==> src/rtl/alu_pkg.sv <==
`default_nettype none
// +----------------------------------------------------------------------+
// | Package : alu_pkg                                                    |
// | Function codes, FSM encoding and default width for alu_seq_core.     |
// | Revision: 1.0                                                        |
// +----------------------------------------------------------------------+
package alu_pkg;

    localparam int DEF_WIDTH = 4;

    localparam logic [2:0] FN_ADD  = 3'd0;
    localparam logic [2:0] FN_SUB  = 3'd1;
    localparam logic [2:0] FN_MUL  = 3'd2;
    localparam logic [2:0] FN_SHL  = 3'd3;
    localparam logic [2:0] FN_SHR  = 3'd4;
    localparam logic [2:0] FN_ACC  = 3'd5;
    localparam logic [2:0] FN_HOLD = 3'd6;
    localparam logic [2:0] FN_CLR  = 3'd7;

    typedef enum logic [0:0] {
        ST_IDLE = 1'b0,
        ST_MUL  = 1'b1
    } state_t;

endpackage
`default_nettype wire

==> src/rtl/alu_seq_core_if.sv <==
`default_nettype none
// +----------------------------------------------------------------------+
// | Interface : alu_seq_core_if                                          |
// | Operand/strobe inputs and result/handshake outputs of the ALU stage. |
// | Revision: 1.0                                                        |
// +----------------------------------------------------------------------+
interface alu_seq_core_if
    import alu_pkg::*;
#(
    parameter int WIDTH = DEF_WIDTH
);
    logic [WIDTH-1:0]   Data;
    logic [2:0]         Function;
    logic               Enable;
    logic [2*WIDTH-1:0] ALUOut;
    logic               Busy;
    logic               Valid;

    modport master (
        output Data, Function, Enable,
        input  ALUOut, Busy, Valid
    );

    modport slave (
        input  Data, Function, Enable,
        output ALUOut, Busy, Valid
    );
endinterface
`default_nettype wire

==> src/rtl/mul_shift_add.sv <==
`default_nettype none
// +----------------------------------------------------------------------+
// | Module  : mul_shift_add                                              |
// | Iterative shift-add multiplier, WIDTH iterations per product.        |
// | Revision: 1.0                                                        |
// +----------------------------------------------------------------------+
module mul_shift_add
    import alu_pkg::*;
#(
    parameter int WIDTH = DEF_WIDTH
) (
    input  logic               Clock,
    input  logic               Reset_b,
    input  logic               start,
    input  logic [WIDTH-1:0]   a,
    input  logic [WIDTH-1:0]   b,
    output logic [2*WIDTH-1:0] product,
    output logic               done
);
    localparam int MUL_CYCLES = WIDTH;
    localparam int CW         = $clog2(MUL_CYCLES + 1);

    logic [2*WIDTH-1:0] mcand;
    logic [2*WIDTH-1:0] acc;
    logic [2*WIDTH-1:0] acc_sum;
    logic [WIDTH-1:0]   mplier;
    logic [CW-1:0]      cnt;

    // product includes the add of the current edge so the result can be
    // written on the final iteration edge rather than one cycle later
    assign acc_sum = acc + (mplier[0] ? mcand : '0);
    assign product = acc_sum;
    assign done    = (cnt == CW'(1));

    always_ff @(posedge Clock) begin
        if (!Reset_b) begin
            mcand  <= '0;
            acc    <= '0;
            mplier <= '0;
            cnt    <= '0;
        end else if (start) begin
            mcand  <= (2*WIDTH)'(a);
            acc    <= '0;
            mplier <= b;
            cnt    <= CW'(MUL_CYCLES);
        end else if (cnt != '0) begin
            acc    <= acc_sum;
            mcand  <= mcand << 1;
            mplier <= mplier >> 1;
            cnt    <= cnt - CW'(1);
        end
    end

endmodule
`default_nettype wire

==> src/rtl/alu_seq_core.sv <==
`default_nettype none
// +----------------------------------------------------------------------+
// | Module  : alu_seq_core                                               |
// | Registered accumulator-style ALU with multi-cycle multiply.          |
// | Revision: 1.0                                                        |
// +----------------------------------------------------------------------+
module alu_seq_core
    import alu_pkg::*;
#(
    parameter int WIDTH = DEF_WIDTH
) (
    input  logic          Clock,
    input  logic          Reset_b,
    alu_seq_core_if.slave bus
);
    localparam int            RW      = 2 * WIDTH;
    localparam logic [RW-1:0] SHL_LIM = RW'(RW);
    localparam logic [RW-1:0] SHR_LIM = RW'(WIDTH);

    state_t        state;
    state_t        state_nxt;
    logic [RW-1:0] alu_out;
    logic [RW-1:0] alu_nxt;
    logic [RW-1:0] single_res;
    logic [RW-1:0] a_ext;
    logic [RW-1:0] b_ext;
    logic [RW-1:0] mul_product;
    logic          valid;
    logic          valid_nxt;
    logic          busy;
    logic          busy_nxt;
    logic          mul_start;
    logic          mul_done;

    // B is always taken from the low half of our own result register
    assign a_ext = RW'(bus.Data);
    assign b_ext = RW'(alu_out[WIDTH-1:0]);

    always_comb begin
        single_res = alu_out;
        case (bus.Function)
            FN_ADD:  single_res = a_ext + b_ext;
            FN_SUB:  single_res = a_ext - b_ext;
            FN_SHL:  single_res = (a_ext >= SHL_LIM) ? '0 : (b_ext << bus.Data);
            FN_SHR:  single_res = (a_ext >= SHR_LIM) ? '0 : (b_ext >> bus.Data);
            FN_ACC:  single_res = alu_out + a_ext;
            FN_HOLD: single_res = alu_out;
            FN_CLR:  single_res = '0;
            default: single_res = alu_out;
        endcase
    end

    mul_shift_add #(
        .WIDTH (WIDTH)
    ) u_mul (
        .Clock   (Clock),
        .Reset_b (Reset_b),
        .start   (mul_start),
        .a       (bus.Data),
        .b       (alu_out[WIDTH-1:0]),
        .product (mul_product),
        .done    (mul_done)
    );

    always_comb begin
        state_nxt = state;
        alu_nxt   = alu_out;
        valid_nxt = 1'b0;
        mul_start = 1'b0;
        case (state)
            ST_IDLE: begin
                if (bus.Enable) begin
                    if (bus.Function == FN_MUL) begin
                        mul_start = 1'b1;
                        state_nxt = ST_MUL;
                    end else begin
                        alu_nxt   = single_res;
                        valid_nxt = 1'b1;
                    end
                end
            end
            ST_MUL: begin
                if (mul_done) begin
                    alu_nxt   = mul_product;
                    valid_nxt = 1'b1;
                    state_nxt = ST_IDLE;
                end
            end
            default: state_nxt = ST_IDLE;
        endcase
        busy_nxt = (state_nxt == ST_MUL);
    end

    always_ff @(posedge Clock) begin
        if (!Reset_b) begin
            state   <= ST_IDLE;
            alu_out <= '0;
            valid   <= 1'b0;
            busy    <= 1'b0;
        end else begin
            state   <= state_nxt;
            alu_out <= alu_nxt;
            valid   <= valid_nxt;
            busy    <= busy_nxt;
        end
    end

    assign bus.ALUOut = alu_out;
    assign bus.Busy   = busy;
    assign bus.Valid  = valid;

endmodule
`default_nettype wire
==> src/flat_wrapper.sv <==
// flat-port wrapper written by rule: the top's interface ports become plain ports
module alu_seq_core_flat import alu_pkg::*;
#(
    parameter int WIDTH = DEF_WIDTH
)
  (Clock, Reset_b, bus_Data, bus_Function, bus_Enable, bus_ALUOut, bus_Busy, bus_Valid);
  alu_seq_core_if #(.WIDTH(WIDTH)) bus_i ();
  input  logic Clock;
  input  logic Reset_b;
  input wire logic [$bits(bus_i.Data)-1:0] bus_Data;
  input wire logic [$bits(bus_i.Function)-1:0] bus_Function;
  input wire logic [$bits(bus_i.Enable)-1:0] bus_Enable;
  output wire logic [$bits(bus_i.ALUOut)-1:0] bus_ALUOut;
  output wire logic [$bits(bus_i.Busy)-1:0] bus_Busy;
  output wire logic [$bits(bus_i.Valid)-1:0] bus_Valid;
  assign bus_i.Data = bus_Data;
  assign bus_i.Function = bus_Function;
  assign bus_i.Enable = bus_Enable;
  assign bus_ALUOut = bus_i.ALUOut;
  assign bus_Busy = bus_i.Busy;
  assign bus_Valid = bus_i.Valid;
  alu_seq_core #(.WIDTH(WIDTH)) u_core (.Clock(Clock), .Reset_b(Reset_b), .bus(bus_i));
endmodule
==> config.mk <==
export PLATFORM = sky130hd
export DESIGN_NAME = alu_seq_core_flat
export DESIGN_NICKNAME = d
export VERILOG_FILES = /design/src/rtl/alu_pkg.sv /design/src/rtl/alu_seq_core_if.sv /design/src/rtl/mul_shift_add.sv /design/src/rtl/alu_seq_core.sv /design/src/flat_wrapper.sv
export SDC_FILE = /design/constraint.sdc
export NUM_CORES = 1
export LEC_CHECK = 0
export BUFFER_PORTS_ARGS = -buffer_cell sky130_fd_sc_hd__buf_2
export CORE_MARGIN = 10
export CORE_UTILIZATION = 30
export CTS_CLUSTER_SIZE = 20
export DETAILED_ROUTE_END_ITERATION = 10
export MAX_ROUTING_LAYER = met4
export PLACE_DENSITY = 0.44
export SYNTH_ARGS = -nofsm -noshare
export SYNTH_HDL_FRONTEND = slang
export SYNTH_SLANG_ARGS = --single-unit
export TNS_END_PERCENT = 20
==> constraint.sdc <==
create_clock -name Clock -period 3.5 [get_ports Clock]
set_input_delay 0.7 -clock Clock [delete_from_list [all_inputs] [get_ports Clock]]
set_output_delay 0.7 -clock Clock [all_outputs]
set_load 0.005 [all_outputs]
==> impl_metrics.csv, run 1 <==
group,metric,value,unit
placed_design,dp_cells,449,
timing,hold_ws,0.457,ns
final_layout,area_growth,10.5,%
global_routing,grt_pass1_vias,2340,
cts,insertion_delay,0.29,ns
drt,routed_wl,7310,um
cts,htree_levels,2,
power_and_ir_drop,finalPower,1.18,mW
timing,maxSlewHeadroom,0.422,
final_layout,drive_gt1_frac,0.105,
drt,avgViaCountPerCell,5.29,
final_layout,mostFrequentLayoutCell,"nand2_1",
final_layout,final_core_util,0.343,
placed_design,pre_cts_slack,0.575,ns
drt,wl_per_cell,16.0,um
logic_synthesis,avgSynthCellArea,7.60,um2
placed_design,port_buffers,19,
power_and_ir_drop,internal-power,701,uW
logic_synthesis,synth_edf_count,0,
cts,numCtsBuffers,5,
timing,max_freq,374,MHz
logic_synthesis,ys_seq_area_frac,0.257,
critical_path,rr_startpoint,"u_core.u_mul.mplier[0]",
logic_synthesis,syn_inst,339,
logic_synthesis,synth_area,0.00257,mm2
logic_synthesis,synth.net_count,371,
cts,clock-sinks,33,
floorplanning,die_x,113,um
drt,vias,2419,
logic_synthesis,ys_ff_latch,33,
logic_synthesis,synth-main-ff-cell,"dfxtp_1",
final_layout,layout.cells.non_filler,457,
placed_design,dpl-instance-area,0.00276,mm2
final_layout,nNetsFinal,383,
timing,grt_setup_unrepaired,"no",
timing,setup_violations,0,
drt,drc,0,
global_routing,antenna_found_initial,0,
timing,worst_pin_slew,0.867,ns
cts,clkTransAtPathRegs,0.08,ns
worst_hold_path,min_to,"u_core.u_mul.mcand[7]",
worst_hold_path,min_path_type,"reg2reg",
global_routing,grt_pass1_wl,12200,um
cts,cts_tree,"built",
cts,ctsRootBufferMaster,"clkbuf_8",
global_routing,grt_max_degree,25,
floorplanning,core,0.00830,mm2
power_and_ir_drop,p_comb_frac,0.368,
floorplanning,die-area,0.0127,mm2
power_and_ir_drop,pwr-share-clk,0.249,
drt,drt_first_pass_iters,4,
power_and_ir_drop,power.switching_fraction,0.407,
timing,fin_ws,0.829,ns
timing,fin_crit_sh,0.763,
floorplanning,io_pins,20,
logic_synthesis,yosys_warnings,0,
final_layout,diodes,0,
timing,fin_crit,2.67,ns
floorplanning,initial_core_util,0.310,
cts,clk_path_buf_depth,2,
critical_path,rr_worst_depth,9,
critical_path,timing.rr.end,"u_core.bus.ALUOut[6]",
power_and_ir_drop,p_sw,481,uW
placed_design,hpwl,5500,um
global_routing,track_usage,0.117,
critical_path,crit_fanout,12,
cts,cts_resized,0,
worst_hold_path,worstHoldPathCells,2,
placed_design,gp_congestion,0.884,
critical_path,startpoint_type,"primary input",
drt,antenna_left,0,
timing,hold_violations,0,
critical_path,path_class,"in2reg",
final_layout,mostFrequentLayoutCells,"48 x nand2_1, 33 x dfxtp_1, 26 x a21oi_1",
cts,cts_hold_buf,0,
timing,finClkSkew,0.00963,ns
floorplanning,row_count,33,
timing,fin_setup_tns,0,ns
logic_synthesis,async_reset_ff_frac,0,
drt,drtIter0Drc,169,
final_layout,fillCellCount,895,
critical_path,worstPathArrival,2.89,ns
power_and_ir_drop,p_seq_frac,0.383,
critical_path,r2r_slack,0.97,ns
critical_path,critPathRequiredTime,3.72,ns
timing,slew_viol_final,0,
logic_synthesis,ys_types,47,
run,maxCapViolations,0,
final_layout,design_area,0.00285,mm2
outcome,status,"completed",
floorplanning,dieHeight,113,um
worst_hold_path,worstHoldStart,"u_core.u_mul.mcand[7]",
cts,post-cts-setup-buffers,0,
power_and_ir_drop,vdd_ir_drop_max,0.360,mV
global_routing,overflow,0,
power_and_ir_drop,power_density,415,mW/mm2
critical_path,critPathCaptureType,"flip-flop",
power_and_ir_drop,p_leak,1.21,nW
[per-layer routing]
layer  global-route usage  up-vias  share of wire
met5                    -        -              0
met4               0.0262        0         0.0078
met3               0.0234        6          0.041
met2                0.181       52           0.45
met1                0.154     1139           0.50
li1                     -     1222              -
[cells in the mapped netlist (6+ instances only)]
cell type,n,area [um2]
ha_1,19,238
nand3_1,11,55.1
mux2i_1,8,80.1
a21oi_1,26,130
o211a_1,8,80.1
dfxtp_1,33,661
nor2b_1,6,37.5
inv_1,16,60.1
nor3_1,10,50.1
o21ai_0,20,100
buf_2,7,35.0
nand2_1,48,180
a211oi_1,6,45.0
and2_1,11,68.8
nand2b_1,8,50.1
clkbuf_1,12,45.0
nor2_1,25,93.8
[power by group through the flow]
stage | registers (mW) | clock network (mW) | logic [mW]
finish | 0.453 | 0.294 | 0.435
global route | 0.461 | 0.322 | 0.492
floorplan | 0.451 | 0 | 0.322
CTS | 0.453 | 0.307 | 0.444
global placement | 0.461 | 0 | 0.450
detailed placement | 0.462 | 0 | 0.442
[cells by family after synthesis]
family,count (synthesis),synth area share
DFF,33,0.257
xor gates and xnor gates,10,0.0340
and+or+nand+nor,136,0.259
buffers and inverters,35,0.0544
muxes,10,0.0398
AOI/OAI and AO/OA,93,0.240
adders and majority gates,22,0.116
[state kept, by name, indices dropped and copies added, names as in the netlist]
| signal | flops |
|---|---|
| u_core.state | 1 |
| u_core.u_mul.mcand | 8 |
| u_core.bus.Valid | 1 |
| u_core.u_mul.cnt | 3 |
| u_core.bus.ALUOut | 8 |
| u_core.u_mul.mplier | 4 |
| u_core.u_mul.acc | 8 |
[worst max-delay path, cell delays in order]
cell	delay, ns
buf_2	0.18
inv_1	0.17
ha_1	0.26
inv_1	0.09
fa_1	0.41
a21oi_1	0.15
nor2_1	0.07
nor4_2	0.30
a31oi_1	0.08
a311o_1	0.36
a21oi_1	0.12
[final cells by class]
class | instances | area [um2] | share of cell area
multi-input cells | 271 | 1770 | 0.624
clock inverters | 3 | 17.5 | 0.00616
well taps | 105 | 131 | 0.0462
clock buffers | 5 | 68.8 | 0.0242
repair buffers | 24 | 133 | 0.0466
flip-flops and latches | 33 | 661 | 0.232
inverters | 16 | 60.1 | 0.0211
[worst max-delay path by stage]
stage	slack, ns	startpoint	to
6_report	0.83	bus_Data[0]	u_core.bus.ALUOut[5]
5_1_grt	0.58	bus_Data[0]	u_core.bus.ALUOut[4]
4_1_cts	0.86	bus_Data[0]	u_core.bus.ALUOut[5]
3_5_place_dp	0.57	bus_Data[0]	u_core.bus.ALUOut[5]
3_3_place_gp	0.64	bus_Data[0]	u_core.bus.ALUOut[5]
2_1_floorplan	0.83	bus_Data[0]	u_core.bus.ALUOut[5]
No activity file was read; power rests on OpenSTA's default activity.
==> inputs of run 2 (changes only) <==
--- a/config.mk
+++ b/config.mk
@@ -11,7 +11,7 @@
 export CTS_CLUSTER_SIZE = 20
 export DETAILED_ROUTE_END_ITERATION = 10
 export MAX_ROUTING_LAYER = met4
-export PLACE_DENSITY = 0.44
+export PLACE_DENSITY = 0.45
 export SYNTH_ARGS = -nofsm -noshare
 export SYNTH_HDL_FRONTEND = slang
 export SYNTH_SLANG_ARGS = --single-unit
==> constraint.sdc (replaced) <==
create_clock -name Clock -period 2.2 [get_ports Clock]
set_input_delay 0.44 -clock Clock [delete_from_list [all_inputs] [get_ports Clock]]
set_output_delay 0.44 -clock Clock [all_outputs]
set_load 0.005 [all_outputs]
==> run 2 against run 1 <==
  * Routed wire length rose by 7.8%
  * Sequential power rose by 57%
  * Global-route usage up 0.77 points
  * Critical path depth shrank 2
  * Register-to-register slack lost 0.96 ns
==> impl_metrics.csv, run 2 (synthesis results as in run 1) <==
group,metric,value,unit
timing,maxSlewHeadroom,0.614,
placed_design,hpwl,6020,um
cts,ctsRootBufferMaster,"clkbuf_8",
critical_path,crit_chain,"and2_4, ha_4, fa_2, a21o_1, a311o_1, a21oi_2, xnor2_1, o211a_1, a32o_1",
timing,fin_ws,0.00983,ns
critical_path,startpoint,"u_core.u_mul.mcand[0]",
worst_hold_path,min_path_type,"reg2reg",
final_layout,mostFrequentLayoutCell,"nand2_1",
power_and_ir_drop,power_density,666,mW/mm2
final_layout,diodes,0,
timing,fin_crit,2.19,ns
worst_hold_path,worstHoldStart,"u_core.u_mul.mcand[7]",
floorplanning,initial_core_util,0.310,
cts,numCtsBuffers,5,
power_and_ir_drop,internal-power,1.35,mW
critical_path,path_class,"reg2reg",
global_routing,grt_max_degree,21,
floorplanning,die_x,113,um
global_routing,grt_pass1_vias,2580,
drt,routed_wl,7880,um
timing,fin_crit_sh,0.996,
critical_path,crit_slowest_cell,"fa_2",
drt,avgViaCountPerCell,5.25,
timing,grt_setup_unrepaired,"yes",
power_and_ir_drop,vdd_ir_drop_max,0.636,mV
timing,hold_violations,0,
floorplanning,core,0.00830,mm2
final_layout,layout.cells.non_filler,490,
timing,finClkSkew,0.00858,ns
cts,insertion_delay,0.30,ns
drt,drc,0,
power_and_ir_drop,pwr-share-clk,0.286,
global_routing,overflow,0,
drt,wl_per_cell,16.1,um
final_layout,fillCellCount,880,
power_and_ir_drop,p_leak,1.39,nW
global_routing,antenna_found_initial,0,
final_layout,drive_gt1_frac,0.239,
cts,clk_path_buf_depth,2,
final_layout,nNetsFinal,416,
critical_path,crit_fanout,3,
placed_design,pre_cts_slack,-0.111,ns
timing,setup_violations,0,
critical_path,worstPathArrival,2.39,ns
critical_path,rr_startpoint,"u_core.u_mul.mcand[0]",
cts,cts_hold_buf,0,
run,maxCapViolations,0,
drt,drtIter0Drc,192,
cts,htree_levels,2,
drt,drt_first_pass_iters,4,
final_layout,mostFrequentLayoutCells,"47 x nand2_1, 38 x buf_4, 30 x dfxtp_1",
outcome,status,"completed",
floorplanning,row_count,33,
power_and_ir_drop,p_sw,808,uW
cts,clock-sinks,33,
floorplanning,io_pins,20,
placed_design,dp_cells,481,
placed_design,gp_congestion,0.897,
critical_path,cpPeakStageDelay,0.34,ns
floorplanning,dieHeight,113,um
critical_path,critPathCaptureType,"flip-flop",
critical_path,critPathRequiredTime,2.40,ns
power_and_ir_drop,p_comb_frac,0.384,
timing,max_freq,457,MHz
critical_path,startpoint_type,"flip-flop",
placed_design,port_buffers,19,
cts,cts_tree,"built",
floorplanning,die-area,0.0127,mm2
timing,slew_viol_final,0,
global_routing,grt_pass1_wl,12900,um
cts,clkTransAtPathRegs,0.08,ns
global_routing,track_usage,0.125,
timing,worst_pin_slew,0.578,ns
power_and_ir_drop,p_seq_frac,0.329,
final_layout,area_growth,25.8,%
power_and_ir_drop,power.switching_fraction,0.375,
drt,antenna_left,0,
drt,vias,2574,
power_and_ir_drop,finalPower,2.16,mW
## run 2: cell count changes in the layout (fill, tap and decap cells not counted), moves of 4 or more
| cell | previous run | this run |
|---|---|---|
| ha_4 | 0 | 5 |
| ha_1 | 19 | 14 |
| o21ai_1 | 0 | 4 |
| o21ai_0 | 20 | 15 |
| buf_4 | 5 | 38 |
## run 2: area by class of cell
class                      count  area (um2)  share of cell area
clock buffer                   7        86.3              0.0267
tap                          105         131              0.0406
multi-input combinational    271        1880               0.582
sequential                    33         664               0.205
timing repair buffer          57         380               0.117
clock inverter                 1        30.0             0.00927
inverter                      16        62.6              0.0193
## run 2: final timing paths
check	to	slack [ns]	cells after the start
worst max-delay path	u_core.bus.ALUOut[6]	0.01	9
worst min register to register	u_core.u_mul.mcand[7]	0.46	2
worst min-delay path	u_core.u_mul.mcand[7]	0.46	2
worst max register to register	u_core.bus.ALUOut[6]	0.01	9
## run 2: layer usage
layer	wire length, um	GRT usage	vias to the layer above
li1	-	-	1286
met1	3940	0.158	1232
met2	3550	0.190	47
met3	275	0.0304	9
met4	114	0.0406	0
met5	0	-	-
## run 2: metrics by stage
stage          cell area [um2]  hold WS [ns]  TNS, ns  utilization
2_1_floorplan             2610         0.432  -0.0955            -
3_3_place_gp              3030         0.445   -0.281        0.365
3_5_place_dp              3030         0.452   -0.419        0.365
4_1_cts                   3160         0.462  -0.0137        0.381
5_1_grt                   3240         0.486  -0.0889        0.390
6_report                  3240         0.457        0        0.390
## run 2: what timing repair did
item,CTS,global route
gates resized for setup,4,19
endpoints found under the setup margin,4,7
pin swaps,5,9
buffers inserted,0,1
## run 2: power by group through the flow
stage	sequential (mW)	clock (mW)	combinational, mW
2_1_floorplan	0.718	0	0.519
3_3_place_gp	0.717	0	0.818
3_5_place_dp	0.720	0	0.819
4_1_cts	0.706	0.637	0.824
5_1_grt	0.719	0.658	0.922
6_report	0.711	0.617	0.829
## run 2: critical path: cells and delay by family, from the launching register on
kind / cells / cell delay [ns]
compound gates: 5 / 1.02
xor+xnor: 1 / 0.09
fa+ha+maj: 2 / 0.49
flops: 1 / 0.33
simple gates: 1 / 0.16
==> inputs of run 3 (changes only) <==
--- a/config.mk
+++ b/config.mk
@@ -14,5 +14,6 @@
 export PLACE_DENSITY = 0.45
 export SYNTH_ARGS = -nofsm -noshare
 export SYNTH_HDL_FRONTEND = slang
+export SYNTH_HIERARCHICAL = 1
 export SYNTH_SLANG_ARGS = --single-unit
 export TNS_END_PERCENT = 20
==> run 3 against run 2 <==
  * Area after synthesis is 10% higher
  * The flow now finishes with violations (setup timing)
  * Critical path type unchanged
  * Die area is 8.3% higher
  * Utilization fell by 1.0 points
  * Sequential share of layout area down 1.6 points
  * Critical path depth is 3 higher
==> impl_metrics.csv, run 3 <==
group,metric,value,unit
critical_path,crit_chain,"buf_4, and2_1, ha_1, nor2_1, o21ai_1, and4_4, or2_4, xnor2_2, nor2_1, o21ai_1, a311oi_1, a21oi_1",
logic_synthesis,async_reset_ff_frac,0,
drt,drc,0,
logic_synthesis,synth_commonest_cells,"40 x nand2_1, 38 x a21oi_1, 33 x dfxtp_1",
power_and_ir_drop,p_sw,797,uW
placed_design,dpl-instance-area,0.00338,mm2
floorplanning,row_count,35,
timing,grt_setup_unrepaired,"yes",
power_and_ir_drop,power.switching_fraction,0.376,
cts,cts_hold_buf,0,
logic_synthesis,yosysMostFrequentCell,"nand2_1",
drt,antenna_left,0,
global_routing,overflow,0,
drt,routed_wl,8500,um
final_layout,drive_gt1_frac,0.262,
logic_synthesis,synth.net_count,388,
placed_design,gp_congestion,0.881,
logic_synthesis,ys_seq_area_frac,0.233,
final_layout,mostFrequentLayoutCell,"buf_4",
timing,setup_violations,2,
timing,fin_crit,2.33,ns
critical_path,path_class,"reg2reg",
timing,worst_pin_slew,0.584,ns
floorplanning,die-area,0.0137,mm2
outcome,status,"complete, but fails checks",
critical_path,crit_slowest_cell,"dfxtp_2",
timing,slew_viol_final,0,
floorplanning,initial_core_util,0.307,
critical_path,worstPathArrival,2.51,ns
logic_synthesis,yosys_warnings,6,
global_routing,antenna_found_initial,0,
logic_synthesis,synthTopCellsByArea,"dfxtp_1 23%, ha_1 8.4%, a21oi_1 6.7%",
cts,post-cts-setup-buffers,0,
critical_path,critPathRequiredTime,2.38,ns
power_and_ir_drop,internal-power,1.32,mW
logic_synthesis,avgSynthCellArea,7.96,um2
floorplanning,core,0.00924,mm2
power_and_ir_drop,p_leak,1.40,nW
placed_design,dp_cells,529,
global_routing,grt_pass1_wl,14100,um
cts,clkTransAtPathRegs,0.08,ns
timing,fin_crit_sh,1.06,
timing,fin_ws,-0.133,ns
timing,maxSlewHeadroom,0.611,
cts,htree_levels,2,
logic_synthesis,synth_top_area_share,0.233,
global_routing,grt_max_degree,24,
timing,fin_setup_tns,-0.234,ns
outcome,violations,"setup timing",
final_layout,final_core_util,0.380,
cts,cts_tree,"built",
floorplanning,io_pins,20,
final_layout,area_growth,23.8,%
critical_path,crit_family,"simple AND/OR/NAND/NOR gates",
logic_synthesis,ys_types,73,
critical_path,critPathCaptureType,"flip-flop",
drt,drtIter0Drc,173,
drt,vias,2693,
cts,clk_path_buf_depth,2,
drt,drt_first_pass_iters,4,
cts,ctsRootBufferMaster,"clkbuf_8",
final_layout,layout.cells.non_filler,537,
timing,hold_violations,0,
floorplanning,die_x,117,um
placed_design,port_buffers,19,
logic_synthesis,synth-main-ff-cell,"dfxtp_1",
power_and_ir_drop,p_seq_frac,0.328,
power_and_ir_drop,vdd_ir_drop_max,0.421,mV
critical_path,startpoint_type,"flip-flop",
final_layout,diodes,0,
logic_synthesis,syn_inst,356,
logic_synthesis,yosysTopAreaCell,"dfxtp_1",
power_and_ir_drop,pwr-share-clk,0.285,
final_layout,nNetsFinal,439,
logic_synthesis,synth_area,0.00284,mm2
global_routing,grt_pass1_vias,2655,
final_layout,mostFrequentLayoutCells,"43 x buf_4, 39 x nand2_1, 37 x a21oi_1",
cts,numCtsBuffers,5,
power_and_ir_drop,power_density,604,mW/mm2
logic_synthesis,ys_ff_latch,33,
placed_design,hpwl,6530,um
critical_path,cpPeakStageDelay,0.36,ns
cts,insertion_delay,0.29,ns
floorplanning,dieHeight,117,um
critical_path,crit_fanout,8,
critical_path,path_buf_inv,1,
timing,hold_ws,0.462,ns
timing,max_freq,429,MHz
drt,avgViaCountPerCell,5.01,
worst_hold_path,min_path_type,"reg2reg",
power_and_ir_drop,p_comb_frac,0.387,
cts,clock-sinks,33,
run,maxCapViolations,0,
global_routing,track_usage,0.133,
timing,finClkSkew,0.00303,ns
final_layout,design_area,0.00351,mm2
drt,wl_per_cell,15.8,um
logic_synthesis,synth_edf_count,0,
==> run 3: logic make-up after synthesis <==
| logic type | Yosys count | share of synthesized area |
|---|---|---|
| adder cells (fa/ha/maj) | 22 | 0.105 |
| XOR/XNOR | 10 | 0.0309 |
| multiplexers | 12 | 0.0432 |
| AND/OR/NAND/NOR | 137 | 0.272 |
| buffers and inverters | 37 | 0.0688 |
| flip-flops | 33 | 0.233 |
| AO/OA/AOI/OAI | 105 | 0.247 |
==> run 3: power by group through the flow <==
stage	Combinational [mW]	Clock (mW)	Sequential, mW
after CTS	0.831	0.626	0.696
after floorplan	0.554	0	0.707
final	0.820	0.604	0.696
after detailed placement	0.828	0	0.710
after global routing	0.925	0.647	0.707
after global placement	0.825	0	0.708
==> run 3: per-layer routing <==
metal	up-vias	track usage	part of all wire
li1	1385	-	-
met1	1251	0.169	0.47
met2	51	0.217	0.48
met3	6	0.0214	0.039
met4	0	0.0297	0.0087
met5	-	-	0
==> run 3: cell type report <==
class                   instances  area (um2)
inverters                      18        67.6
clock buffers                   5        68.8
clock inverters                 3        46.3
repair buffers                 63         438
multi-input cells             286        2060
flip-flops and latches         33         664
well taps                     129         161
fillers                       969        5730
==> run 3: worst register-to-register path: cells and delay by family, from the launching register on <==
family	cells	cell delay, ns
DFF	1	0.36
adders and majority gates	1	0.29
and+or+nand+nor	5	0.84
buffers and inverters	1	0.15
xor gates and xnor gates	1	0.13
AOI/OAI and AO/OA	4	0.44
==> run 3: per-stage QoR <==
step           power, mW  setup WS [ns]
3_3_place_gp        1.53         -0.163
5_1_grt             2.28         -0.312
6_report            2.12         -0.133
2_1_floorplan       1.26       -0.00601
4_1_cts             2.15         -0.147
3_5_place_dp        1.54         -0.210
==> run 3: final timing paths <==
check | from | end | slack [ns] | depth (start not counted)
max reg2reg | u_core/u_mul/mplier[0] | u_core/bus.ALUOut[7] | -0.13 | 12
min | u_core/u_mul/acc[3] | u_core/u_mul/acc[3] | 0.46 | 2
min reg2reg | u_core/u_mul/acc[3] | u_core/u_mul/acc[3] | 0.46 | 2
max | u_core/u_mul/mplier[0] | u_core/bus.ALUOut[7] | -0.13 | 12
==> run 3: timing repair <==
| item | in CTS | in global routing |
|---|---|---|
| endpoints found under the setup margin | 5 | 7 |
| cloned | 0 | 0 |
| pin swaps | 0 | 2 |
| resized for setup | 3 | 5 |
